**src/rtl/decode_pkg.sv**
```systemverilog
// decode_pkg: shared types and helpers for the decode stage.
// Holds the op encoding, DP funct codes, special register numbers, the
// decoded output record and the pure field/read-set decode functions.
package decode_pkg;

  typedef enum logic [1:0] {
    OP_DP  = 2'b00,
    OP_MEM = 2'b01,
    OP_BR  = 2'b10,
    OP_NOP = 2'b11
  } op_e;

  localparam logic [3:0] F_AND = 4'h0;
  localparam logic [3:0] F_EOR = 4'h1;
  localparam logic [3:0] F_SUB = 4'h2;
  localparam logic [3:0] F_RSB = 4'h3;
  localparam logic [3:0] F_ADD = 4'h4;
  localparam logic [3:0] F_ADC = 4'h5;
  localparam logic [3:0] F_SBC = 4'h6;
  localparam logic [3:0] F_RSC = 4'h7;
  localparam logic [3:0] F_TST = 4'h8;
  localparam logic [3:0] F_TEQ = 4'h9;
  localparam logic [3:0] F_CMP = 4'hA;
  localparam logic [3:0] F_CMN = 4'hB;
  localparam logic [3:0] F_ORR = 4'hC;
  localparam logic [3:0] F_MOV = 4'hD;
  localparam logic [3:0] F_BIC = 4'hE;
  localparam logic [3:0] F_MVN = 4'hF;

  localparam logic [3:0] REG_LR = 4'd14;
  localparam logic [3:0] REG_PC = 4'd15;

  typedef struct packed {
    logic [3:0]  cond;
    logic        useMemory;
    logic        memWrite;
    logic        regWrite;
    logic        branch;
    logic        link;
    logic        immSel;
    logic        setFlags;
    logic [3:0]  rd;
    logic [3:0]  rn;
    logic [3:0]  rm;
    logic [3:0]  funct;
    logic [23:0] imm;
  } decoded_t;

  // Which register fields the instruction actually reads.
  typedef struct packed {
    logic rn;
    logic rm;
    logic rd;
  } reads_t;

  // Raw fields are always extracted; only the controls depend on op.
  function automatic decoded_t decode_fields(input logic [31:0] instr);
    decoded_t d;
    op_e      op;
    logic     is_test;
    d       = '0;
    op      = op_e'(instr[27:26]);
    is_test = (instr[24:21] == F_TST) || (instr[24:21] == F_TEQ) ||
              (instr[24:21] == F_CMP) || (instr[24:21] == F_CMN);
    d.cond  = instr[31:28];
    d.rd    = instr[15:12];
    d.rn    = instr[19:16];
    d.rm    = instr[3:0];
    d.funct = instr[24:21];
    d.imm   = instr[23:0];
    case (op)
      OP_DP: begin
        d.immSel   = instr[25];
        d.setFlags = instr[20];
        d.regWrite = ~is_test;
      end
      OP_MEM: begin
        d.useMemory = 1'b1;
        d.memWrite  = ~instr[20];
        d.regWrite  = instr[20];
        d.immSel    = ~instr[25];
      end
      OP_BR: begin
        d.branch = 1'b1;
        d.link   = instr[24];
        if (instr[24]) begin
          d.regWrite = 1'b1;
          d.rd       = REG_LR;
        end
      end
      default: ;
    endcase
    return d;
  endfunction

  function automatic reads_t decode_reads(input logic [31:0] instr);
    reads_t r;
    r = '0;
    case (op_e'(instr[27:26]))
      OP_DP: begin
        r.rn = ~((instr[24:21] == F_MOV) || (instr[24:21] == F_MVN));
        r.rm = ~instr[25];
      end
      OP_MEM: begin
        r.rn = 1'b1;
        r.rm = instr[25];
        r.rd = ~instr[20];  // store data register
      end
      default: ;
    endcase
    return r;
  endfunction

endpackage

```
**src/rtl/decode_if.sv**
```systemverilog
// decode_if: handshake, writeback and decoded-output bundle of the decode stage.
// master = upstream/execute side driving instructions, out_ready and retires;
// slave = the decode stage itself.
interface decode_if #(parameter int WB_PORTS = 1);
  logic                  in_valid;
  logic                  in_ready;
  logic [31:0]           instruction;
  logic                  flush;
  logic [WB_PORTS-1:0]   wb_valid;
  logic [4*WB_PORTS-1:0] wb_rd;
  logic                  out_valid;
  logic                  out_ready;
  logic [3:0]            cond;
  logic                  useMemory;
  logic                  memWrite;
  logic                  regWrite;
  logic                  branch;
  logic                  link;
  logic                  immSel;
  logic                  setFlags;
  logic [3:0]            rd;
  logic [3:0]            rn;
  logic [3:0]            rm;
  logic [3:0]            funct;
  logic [23:0]           imm;
  logic                  sb_err;

  modport master (
    output in_valid, instruction, flush, wb_valid, wb_rd, out_ready,
    input  in_ready, out_valid, cond, useMemory, memWrite, regWrite, branch,
           link, immSel, setFlags, rd, rn, rm, funct, imm, sb_err
  );

  modport slave (
    input  in_valid, instruction, flush, wb_valid, wb_rd, out_ready,
    output in_ready, out_valid, cond, useMemory, memWrite, regWrite, branch,
           link, immSel, setFlags, rd, rn, rm, funct, imm, sb_err
  );
endinterface

```
**src/rtl/decode_scoreboard.sv**
```systemverilog
// decode_scoreboard: per-register counters of in-flight writes.
// Ports: inc_vld_i/inc_rd_i (issue), wb_valid_i/wb_rd_i (retires),
// q_*_i -> q_*_cnt_o (three combinational count lookups), sb_err_o (sticky).
module decode_scoreboard #(
  parameter int CNT_W    = 2,
  parameter int WB_PORTS = 1
) (
  input  logic                  clk,
  input  logic                  rst,
  input  logic                  inc_vld_i,
  input  logic [3:0]            inc_rd_i,
  input  logic [WB_PORTS-1:0]   wb_valid_i,
  input  logic [4*WB_PORTS-1:0] wb_rd_i,
  input  logic [3:0]            q_rn_i,
  input  logic [3:0]            q_rm_i,
  input  logic [3:0]            q_rd_i,
  output logic [CNT_W-1:0]      q_rn_cnt_o,
  output logic [CNT_W-1:0]      q_rm_cnt_o,
  output logic [CNT_W-1:0]      q_rd_cnt_o,
  output logic                  sb_err_o
);
  // Wide enough for count+1 and for WB_PORTS simultaneous retires.
  localparam int SUM_W = CNT_W + $clog2(WB_PORTS + 1) + 1;

  logic [CNT_W-1:0] cnt_q [16];
  logic [CNT_W-1:0] cnt_d [16];
  logic [15:0]      under;
  logic             sb_err_q;

  for (genvar r = 0; r < 16; r++) begin : g_cnt
    if (r == 15) begin : g_pc
      // PC is never tracked; its retires are ignored.
      assign cnt_d[r] = '0;
      assign under[r] = 1'b0;
    end else begin : g_reg
      logic [SUM_W-1:0] dec;
      logic [SUM_W-1:0] avail;
      always_comb begin
        dec = '0;
        for (int p = 0; p < WB_PORTS; p++) begin
          if (wb_valid_i[p] && (wb_rd_i[4*p +: 4] == 4'(r))) dec = dec + SUM_W'(1);
        end
        avail = SUM_W'(cnt_q[r]) + SUM_W'(inc_vld_i && (inc_rd_i == 4'(r)));
      end
      // Net-sum of same-cycle issue and retires; clamp at zero on underflow.
      assign under[r] = (dec > avail);
      assign cnt_d[r] = under[r] ? '0 : CNT_W'(avail - dec);
    end
  end

  always_ff @(posedge clk or posedge rst) begin
    if (rst) begin
      for (int r = 0; r < 16; r++) cnt_q[r] <= '0;
      sb_err_q <= 1'b0;
    end else begin
      for (int r = 0; r < 16; r++) cnt_q[r] <= cnt_d[r];
      if (|under) sb_err_q <= 1'b1;
    end
  end

  assign q_rn_cnt_o = cnt_q[q_rn_i];
  assign q_rm_cnt_o = cnt_q[q_rm_i];
  assign q_rd_cnt_o = cnt_q[q_rd_i];
  assign sb_err_o   = sb_err_q;
endmodule

```
**src/rtl/decode_stage.sv**
```systemverilog
// decode_stage: registered instruction decode with RAW/WAW hazard stalls.
// Latency 1 cycle accept->out_valid, 1/cycle throughput; input stalls on
// flush, hazard, or held slot not drained. Ports: clk, rst, bus (decode_if.slave).
module decode_stage
  import decode_pkg::*;
#(
  parameter int CNT_W    = 2,
  parameter int WB_PORTS = 1
) (
  input  logic     clk,
  input  logic     rst,
  decode_if.slave  bus
);
  localparam logic [CNT_W:0] CNT_MAX = (CNT_W+1)'((1 << CNT_W) - 1);

  decoded_t         slot_d, slot_q;
  reads_t           rs;
  logic             out_valid_q;
  logic             slot_wr;
  logic             haz_rn, haz_rm, haz_rd, haz_waw, hazard;
  logic             in_ready;
  logic             issue;
  logic [CNT_W-1:0] rn_cnt, rm_cnt, rd_cnt;

  assign slot_d = decode_fields(bus.instruction);
  assign rs     = decode_reads(bus.instruction);

  // The held slot's write is not yet in the counters (it is counted at the
  // output handshake), so it is checked separately.
  assign slot_wr = out_valid_q && slot_q.regWrite && (slot_q.rd != REG_PC);

  assign haz_rn = rs.rn && (slot_d.rn != REG_PC) &&
                  ((rn_cnt != '0) || (slot_wr && (slot_q.rd == slot_d.rn)));
  assign haz_rm = rs.rm && (slot_d.rm != REG_PC) &&
                  ((rm_cnt != '0) || (slot_wr && (slot_q.rd == slot_d.rm)));
  assign haz_rd = rs.rd && (slot_d.rd != REG_PC) &&
                  ((rd_cnt != '0) || (slot_wr && (slot_q.rd == slot_d.rd)));
  assign haz_waw = slot_d.regWrite && (slot_d.rd != REG_PC) &&
                   ((CNT_W+1)'(rd_cnt) + (CNT_W+1)'(slot_wr && (slot_q.rd == slot_d.rd)) >= CNT_MAX);
  assign hazard = haz_rn || haz_rm || haz_rd || haz_waw;

  assign in_ready = ~bus.flush & ~hazard & (~out_valid_q | bus.out_ready);

  // Counted even when flushed in the same cycle: execute already took it.
  assign issue = out_valid_q && bus.out_ready && slot_q.regWrite;

  decode_scoreboard #(.CNT_W(CNT_W), .WB_PORTS(WB_PORTS)) u_sb (
    .clk        (clk),
    .rst        (rst),
    .inc_vld_i  (issue),
    .inc_rd_i   (slot_q.rd),
    .wb_valid_i (bus.wb_valid),
    .wb_rd_i    (bus.wb_rd),
    .q_rn_i     (slot_d.rn),
    .q_rm_i     (slot_d.rm),
    .q_rd_i     (slot_d.rd),
    .q_rn_cnt_o (rn_cnt),
    .q_rm_cnt_o (rm_cnt),
    .q_rd_cnt_o (rd_cnt),
    .sb_err_o   (bus.sb_err)
  );

  always_ff @(posedge clk or posedge rst) begin
    if (rst) begin
      out_valid_q <= 1'b0;
      slot_q      <= '0;
    end else if (bus.flush) begin
      out_valid_q <= 1'b0;
    end else if (bus.in_valid && in_ready) begin
      out_valid_q <= 1'b1;
      slot_q      <= slot_d;
    end else if (bus.out_ready) begin
      out_valid_q <= 1'b0;
    end
  end

  assign bus.in_ready  = in_ready;
  assign bus.out_valid = out_valid_q;
  assign bus.cond      = slot_q.cond;
  assign bus.useMemory = slot_q.useMemory;
  assign bus.memWrite  = slot_q.memWrite;
  assign bus.regWrite  = slot_q.regWrite;
  assign bus.branch    = slot_q.branch;
  assign bus.link      = slot_q.link;
  assign bus.immSel    = slot_q.immSel;
  assign bus.setFlags  = slot_q.setFlags;
  assign bus.rd        = slot_q.rd;
  assign bus.rn        = slot_q.rn;
  assign bus.rm        = slot_q.rm;
  assign bus.funct     = slot_q.funct;
  assign bus.imm       = slot_q.imm;
endmodule

```
**src/flat_wrapper.sv**
```systemverilog
// flat-port wrapper written by rule: the top's interface ports become plain ports
module decode_stage_flat import decode_pkg::*;
#(
  parameter int CNT_W    = 2,
  parameter int WB_PORTS = 1
)
  (clk, rst, bus_in_valid, bus_instruction, bus_flush, bus_wb_valid, bus_wb_rd, bus_out_ready, bus_in_ready, bus_out_valid, bus_cond, bus_useMemory, bus_memWrite, bus_regWrite, bus_branch, bus_link, bus_immSel, bus_setFlags, bus_rd, bus_rn, bus_rm, bus_funct, bus_imm, bus_sb_err);
  decode_if #(.WB_PORTS(WB_PORTS)) bus_i ();
  input  logic clk;
  input  logic rst;
  input wire logic [$bits(bus_i.in_valid)-1:0] bus_in_valid;
  input wire logic [$bits(bus_i.instruction)-1:0] bus_instruction;
  input wire logic [$bits(bus_i.flush)-1:0] bus_flush;
  input wire logic [$bits(bus_i.wb_valid)-1:0] bus_wb_valid;
  input wire logic [$bits(bus_i.wb_rd)-1:0] bus_wb_rd;
  input wire logic [$bits(bus_i.out_ready)-1:0] bus_out_ready;
  output wire logic [$bits(bus_i.in_ready)-1:0] bus_in_ready;
  output wire logic [$bits(bus_i.out_valid)-1:0] bus_out_valid;
  output wire logic [$bits(bus_i.cond)-1:0] bus_cond;
  output wire logic [$bits(bus_i.useMemory)-1:0] bus_useMemory;
  output wire logic [$bits(bus_i.memWrite)-1:0] bus_memWrite;
  output wire logic [$bits(bus_i.regWrite)-1:0] bus_regWrite;
  output wire logic [$bits(bus_i.branch)-1:0] bus_branch;
  output wire logic [$bits(bus_i.link)-1:0] bus_link;
  output wire logic [$bits(bus_i.immSel)-1:0] bus_immSel;
  output wire logic [$bits(bus_i.setFlags)-1:0] bus_setFlags;
  output wire logic [$bits(bus_i.rd)-1:0] bus_rd;
  output wire logic [$bits(bus_i.rn)-1:0] bus_rn;
  output wire logic [$bits(bus_i.rm)-1:0] bus_rm;
  output wire logic [$bits(bus_i.funct)-1:0] bus_funct;
  output wire logic [$bits(bus_i.imm)-1:0] bus_imm;
  output wire logic [$bits(bus_i.sb_err)-1:0] bus_sb_err;
  assign bus_i.in_valid = bus_in_valid;
  assign bus_i.instruction = bus_instruction;
  assign bus_i.flush = bus_flush;
  assign bus_i.wb_valid = bus_wb_valid;
  assign bus_i.wb_rd = bus_wb_rd;
  assign bus_i.out_ready = bus_out_ready;
  assign bus_in_ready = bus_i.in_ready;
  assign bus_out_valid = bus_i.out_valid;
  assign bus_cond = bus_i.cond;
  assign bus_useMemory = bus_i.useMemory;
  assign bus_memWrite = bus_i.memWrite;
  assign bus_regWrite = bus_i.regWrite;
  assign bus_branch = bus_i.branch;
  assign bus_link = bus_i.link;
  assign bus_immSel = bus_i.immSel;
  assign bus_setFlags = bus_i.setFlags;
  assign bus_rd = bus_i.rd;
  assign bus_rn = bus_i.rn;
  assign bus_rm = bus_i.rm;
  assign bus_funct = bus_i.funct;
  assign bus_imm = bus_i.imm;
  assign bus_sb_err = bus_i.sb_err;
  decode_stage #(.CNT_W(CNT_W), .WB_PORTS(WB_PORTS)) u_core (.clk(clk), .rst(rst), .bus(bus_i));
endmodule
```
**config.mk**
```make
export PLATFORM = sky130hd
export DESIGN_NAME = decode_stage_flat
export DESIGN_NICKNAME = d
export VERILOG_FILES = /design/src/rtl/decode_pkg.sv /design/src/rtl/decode_if.sv /design/src/rtl/decode_scoreboard.sv /design/src/rtl/decode_stage.sv /design/src/flat_wrapper.sv
export SDC_FILE = /design/constraint.sdc
export NUM_CORES = 1
export LEC_CHECK = 0
export CAP_MARGIN = 20
export CORE_UTILIZATION = 40
export CTS_BUF_LIST = sky130_fd_sc_hd__clkbuf_16
export CTS_CLUSTER_DIAMETER = 100
export CTS_CLUSTER_SIZE = 24
export DETAILED_ROUTE_END_ITERATION = 16
export PLACE_DENSITY_LB_ADDON = 0.08
export SLEW_MARGIN = 20
export SYNTH_ARGS = -nofsm -noshare
export SYNTH_HDL_FRONTEND = slang
export SYNTH_SLANG_ARGS = --single-unit
```
**constraint.sdc**
```tcl
create_clock -name clk -period 4.6 [get_ports clk]
set_input_delay 0.92 -clock clk [delete_from_list [all_inputs] [get_ports clk]]
set_output_delay 0.92 -clock clk [all_outputs]
set_load 0.01 [all_outputs]
```
Yosys cells after proc, flatten, opt, wreduce, memory -nomap -nowiden --
Index checks and enable logic that the tools add are counted.
Storage, ports and cells: register bits after elaboration 83, latch bits 0, RAM bits 0, memory bits (read-only) 0, memories 0
Operators by class: add/sub/neg operators 31, multipliers 0, divide/modulo/power cells 0, magnitude comparators 19, equality and inequality tests 43, shift operators 0, mux-type cells 52, bitwise operators 13, reduce and logical (&&, ||, !) cells 65
Operators by type and width (number):
- $eq A4 B4 Y1 const B | 20
- $add A2 B1 Y3 | 16
- $logic_and A1 B1 Y1 | 46
- $mux W2 | 23
- $gt A1 B3 Y1 | 15
- $eq A4 B3 Y1 const B | 8
- $sub A2 B2 Y2 | 15
- $bmux W2 S4 | 3
- $mux W1 | 21
- $eq A4 B2 Y1 const B | 4
- $ne A4 B4 Y1 const B | 4
- $ge A5 B5 Y1 const B | 3
- $not A4 Y5 | 3
- $reduce_or A15 Y1 | 1
- $eq A4 B4 Y1 | 3
- $logic_or A1 B1 Y1 | 10
- $eq A4 B1 Y1 const B | 2
- $logic_not A4 Y1 | 2
- $mux W4 | 2
- $not A1 Y1 | 7
- $reduce_bool A2 Y1 | 3
- $pmux W2 S2 | 1
- $ge A3 B2 Y1 const B | 1
- $pmux W1 S3 | 1
- 8 further kinds | 9

Depth between registers and ports, before layout --
Gate-level depths: netlist of run 1.
word-level depth 17, mapped depth 15, depth with buffers taken out 12

By module --
Synthesis of run 1 repeated with hierarchy kept, for this count alone.
Unflattened totals: cell total of the unflattened synthesis 563, area total of the unflattened synthesis 5896.9 µm²
Modules (own cells, without submodules):
- decode_scoreboard | instances 1, cells an instance 393, area an instance 3582.2 µm²
- decode_stage | instances 1, cells an instance 170, area an instance 2314.7 µm²

Worst setup path before layout of run 1 --
No wires, ideal clock.
path kind input-to-output, from input port bus_instruction[12], to output port bus_in_ready, arrival 3.331 ns, data required time 3.680 ns, path slack 0.349 ns, stages on the path 13, buffers on the path 2, cells stage by stage buf_6 clkbuf_1 mux2_2 o21ai_0 a21oi_1 o221a_2 ha_1 ha_1 a21oi_1 nor2_1 a211oi_1 nand2_1 nor3_1
Between the ends: word-level cells in the longest chain between the ends 14
Ends and longest elaborated chain:
- start, declared | line flat_wrapper.sv:12 | input wire logic [$bits(bus_i.instruction)-1:0] bus_instruction;
- $mux W4 | line decode_pkg.sv:86 | if (instr[24]) begin
- $mux W4 (*) | line decode_pkg.sv:71 | case (op)
- branches (longest 8 deep; another with $add A2 B1 Y3)
- $logic_or A1 B1 Y1 (*) | line decode_stage.sv:40 | assign hazard = haz_rn || haz_rm || haz_rd || haz_waw;
- $not A1 Y1 (*) | line decode_stage.sv:42 | assign in_ready = ~bus.flush & ~hazard & (~out_valid_q | bus.out_ready);
- $and A1 B1 Y1 (*) (2 in a row) | line decode_stage.sv:42
- end, declared | line flat_wrapper.sv:17 | output wire logic [$bits(bus_i.in_ready)-1:0] bus_in_ready;
Every way passes the cells marked *. The select of a mux whose other input is x is not followed.

Final worst setup path of run 1 --
from input port bus_instruction[13], to output port bus_in_ready
The elaborated chain is that of the path after synthesis.

==> run summary, run 1 <==
The run finished with clean final reports. The total congestion overflow is 0. The number of buffers between clock root and the deepest sink is 2. For this run, the post-layout net count is roughly 810. For this design the static power due to leakage is 0.003504 µW. The initialized floorplan defines between 40 and 50 standard-cell rows. The path class of the tightest hold or removal check is flop to flop.

The number of cells after detailed placement is around 850. The number of distinct library cell variants in the gate-level netlist after synthesis came out at 57. Setup repair after global routing left no endpoint under its margin. The total wirelength of the detailed-routed design is 14510 µm. Leaving out fill and tap cells, the most frequent cell in the layout is sky130_fd_sc_hd__clkdlybuf4s50_1. The switching fraction of total power is 0.3199. The worst clock skew on the final layout came out at a little over 0.008 ns. The worst setup path is captured at an output pin. The routed via count divided by cell count is a little over 5.

The transition time of the tightest slew-check pin came out at ~0.63 ns. The portion of total power attributed to combinational logic is 0.379. The starting utilization of the core area is 0.4180.

The share of async-settable or async-resettable flops after synthesis came out at 1.000. The start point of the critical path is bus_instruction[13]. After routing, the total negative slack on setup checks comes to 0 ns. The insertion delay to the later sink of the worst-skew pair came out at about 0.35 ns.

The height of the die came out at around 120 µm. Counting every instance in the synthesized netlist gives 570. The sequential fraction of the synthesis area is 0.3204. The share of layout cells above drive strength 1 is 0.1819.

The die covers approximately 15000 µm². The final hold violation count is 0. The analysis attributes to net switching a power of around 880 µW. The largest net degree at the start of global routing came out at 29.

The mapped netlist covers 5623 µm². The worst hold path depth came out at 1. The shortest clock period the worst path allows after layout is about 4.4 ns. The sequential cells in the finished layout cover a total of ~1800 µm². After filler insertion, the fill cell instance count of the layout stands at between 1000 and 1500. Headroom to the max-slew limit came out at 0.5802. After synthesis, the mean cell area works out to about 9.9 µm². The area of the multi-input gates is 3415 µm². Max-cap violations in this run came to 0. The count of flip-flops with a built-in enable after synthesis came out at 0. The detailed router finished its first iteration with around 190 violations. From left edge to right edge, the die measures about 120 µm. In this run the number of H-tree levels came out at 3. The number of global-route vias before repair came out at roughly 4600. The number of nets handed over by synthesis was just under 700.

CTS saw around 70 sinks. The ratio of total power to cell area came out at about 370 nW/µm². In the synthesized netlist the dominant register cell turns out to be sky130_fd_sc_hd__dfrtp_1. The final critical-path setup slack is around 0.19 ns. The sequential power share is 0.342. The number of top-level design ports is 96.

The maximum ir drop on the vdd rail is around 0.18 mV. The internal portion of the total power is 1866 µW. After the flow finishes, the layout carries non-filler instances totaling ~870. TritonCTS built the clock tree. The vias after detailed routing came out at about 4500. The number of register bits inferred by synthesis is just over 70.

The number of antenna violations at the first check in global routing came out at 0. Static timing analysis puts the maximum clock frequency at about 230 MHz. The number of antenna diodes in the final layout is 0. The worst hold path begins at u_core.bus.imm[9].

The signed area change from the synthesized netlist to the final layout is 31.64%. After clock tree synthesis, the clock-pin slew on the worst setup and hold paths is around 0.060 ns. In the finished design, the share of the clock period the worst path needs comes to 0.9593. The total global-route track usage came out at 0.2139. At the worst endpoint, the arrival time is approximately 3.5 ns.

The worst reg-to-reg path cell count came out at 17. The biggest fanout along the worst timing path is 6. The number of warnings printed during yosys synthesis came out at 0. The pre-CTS worst setup slack came out at -0.5962 ns.

Measured on the finished design, the core utilization comes to 0.5502. Setup violations remaining at the end of the flow were counted as 0. The first detailed-routing pass ran for 4 iterations.

STA classifies the critical path startpoint as an input port. The library cells used most frequently in the layout, excluding fill and tap cells, are sky130_fd_sc_hd__clkdlybuf4s50_1, sky130_fd_sc_hd__ha_1, sky130_fd_sc_hd__dfrtp_1. The estimated wirelength of the detail-placed design is between 10000 and 15000 µm.

The placeable core area came out at 13450 µm². The type of the setup path with the least slack is input port to output pin. The number of pins exceeding their max-slew limit in the final report was 0.

The count of antenna-violating nets left after detailed routing is 0. In the routed design, unresolved DRC markers number 0. The global-route wire length before repair came out at 23460 µm. The count of buffers added on input and output ports is 95. The cell sitting at the root of the clock tree is a sky130_fd_sc_hd__clkbuf_16. Of the total power, the clock network draws 0.279. The routed wire length per instance came out at ~17 µm. The number of clock buffers inserted by TritonCTS is 9. The weighted congestion at the end of routability-driven global placement came out at around 0.86. The critical path data required time came out at 3.68 ns.

In this run the critical register-to-register path is launched from u_core.u_sb.cnt_q[29].
==> routing by layer <==
layer,up-vias,part of all wire,GRT usage
li1,2165,-,-
met1,2158,0.45,0.2623
met2,121,0.48,0.3617
met3,30,0.043,0.03774
met4,0,0.030,0.1049
met5,-,0,0
==> path summary, 6_finish.rpt <==
path | to | slack [ns]
setup / recovery | bus_in_ready | 0.19
hold reg to reg | u_core.bus.imm[9] | 0.51
setup reg to reg | u_core.bus.imm[12] | 0.74
max in group asynchronous | u_core.u_sb.cnt_q[29] | 2.84
min in group asynchronous | u_core.bus.link | 0.97
hold / removal | u_core.bus.imm[9] | 0.51
==> area by class of cell <==
class | instances | area share
sequential | 72 | 0.2434
inverter | 71 | 0.03600
clock inverter | 7 | 0.01302
multi-input combinational | 394 | 0.4613
tap | 176 | 0.02975
timing repair buffer | 145 | 0.1861
clock buffer | 9 | 0.03043
==> stage by stage <==
step                total power, µW  cell area, µm²  hold slack (ns)
floorplan                      1504            5623           0.5467
global placement               1951            6963           0.4900
detailed placement             1968            6963           0.4913
CTS                            2757            7338           0.5093
global route                   2897            7402           0.5228
finish                         2744            7402           0.5055
==> sequential cells by signal, indices dropped and copies added, names as in the netlist, 2 cells and up <==
signal and cells:
u_core.u_sb.cnt_q 30, u_core.bus.funct 2, u_core.bus.imm 23, u_core.bus.cond 4, u_core.bus.rd 4
==> power by group through the flow <==
stage / Sequential [µW] / Clock (µW) / Combinational (µW)
6_report: 938 / 766 / 1040
5_1_grt: 958 / 810 / 1130
4_1_cts: 932 / 784 / 1040
3_5_place_dp: 942 / 0 / 1030
3_3_place_gp: 937 / 0 / 1010
2_1_floorplan: 926 / 0 / 578
==> cell usage after synthesis, types with 3 or more instances <==
master	instances	share of area
sky130_fd_sc_hd__nor3_1	7	0.0062
sky130_fd_sc_hd__nand2_1	37	0.025
sky130_fd_sc_hd__nand4_1	6	0.0067
sky130_fd_sc_hd__xnor2_1	16	0.025
sky130_fd_sc_hd__buf_4	11	0.015
sky130_fd_sc_hd__or3_1	4	0.0044
sky130_fd_sc_hd__clkbuf_1	13	0.0087
sky130_fd_sc_hd__nor3b_1	12	0.016
sky130_fd_sc_hd__mux4_2	7	0.028
sky130_fd_sc_hd__ha_1	77	0.17
sky130_fd_sc_hd__nor4_1	5	0.0056
sky130_fd_sc_hd__xor2_1	6	0.0093
sky130_fd_sc_hd__dfrtp_1	72	0.32
sky130_fd_sc_hd__a21oi_1	8	0.0071
sky130_fd_sc_hd__mux2_4	35	0.093
sky130_fd_sc_hd__a22o_1	4	0.0062
sky130_fd_sc_hd__nand2b_1	17	0.019
sky130_fd_sc_hd__a31oi_1	4	0.0044
sky130_fd_sc_hd__o21ai_0	12	0.011
sky130_fd_sc_hd__inv_1	71	0.047
sky130_fd_sc_hd__a211oi_1	3	0.0040
sky130_fd_sc_hd__nand3_1	8	0.0071
sky130_fd_sc_hd__mux4_1	3	0.014
sky130_fd_sc_hd__nor2_1	61	0.041
sky130_fd_sc_hd__buf_6	5	0.010
sky130_fd_sc_hd__buf_1	3	0.0020
sky130_fd_sc_hd__mux2_2	3	0.0060
sky130_fd_sc_hd__mux2i_1	6	0.011
sky130_fd_sc_hd__nor2b_1	19	0.021
==> timing repair <==
action / in CTS / in global routing
cloned: 0 / 0
setup endpoints to repair: 1 / 40
hold buffers: 0 / 0
gates resized for setup: 18 / 9
buffers inserted: 4 / 3
pin swaps: 12 / 4
==> kinds of logic (layout without fill, tap and decap cells) <==
logic type	after synthesis	in the layout	synth area share
and+or+nand+nor	186	186	0.1684
AOI/OAI and AO/OA	55	55	0.06965
DFF	72	72	0.3204
xor gates and xnor gates	22	22	0.03427
adders and majority gates	77	77	0.1713
muxes	54	54	0.1522
buffers and inverters	104	232	0.08367
==> critical path, cell delays in order <==
cell                              delay, ns
sky130_fd_sc_hd__clkdlybuf4s50_1       0.47
sky130_fd_sc_hd__buf_6                 0.14
sky130_fd_sc_hd__mux4_2                0.31
sky130_fd_sc_hd__a211o_1               0.27
sky130_fd_sc_hd__o221a_2               0.13
sky130_fd_sc_hd__ha_1                  0.20
sky130_fd_sc_hd__ha_1                  0.29
sky130_fd_sc_hd__a21oi_1               0.14
sky130_fd_sc_hd__nor2_1                0.08
sky130_fd_sc_hd__a211oi_2              0.17
sky130_fd_sc_hd__nand2_1               0.10
sky130_fd_sc_hd__nor3_2                0.11
sky130_fd_sc_hd__buf_2                 0.15
Note: power is estimated with default switching activity, not from simulation.
==> run 2: changes to the inputs <==
Settings changed: CTS_CLUSTER_DIAMETER 100 to not set.
==> results of run 2 <==
Same layout as run 1: the final DEF is identical, and so are final timing and power.
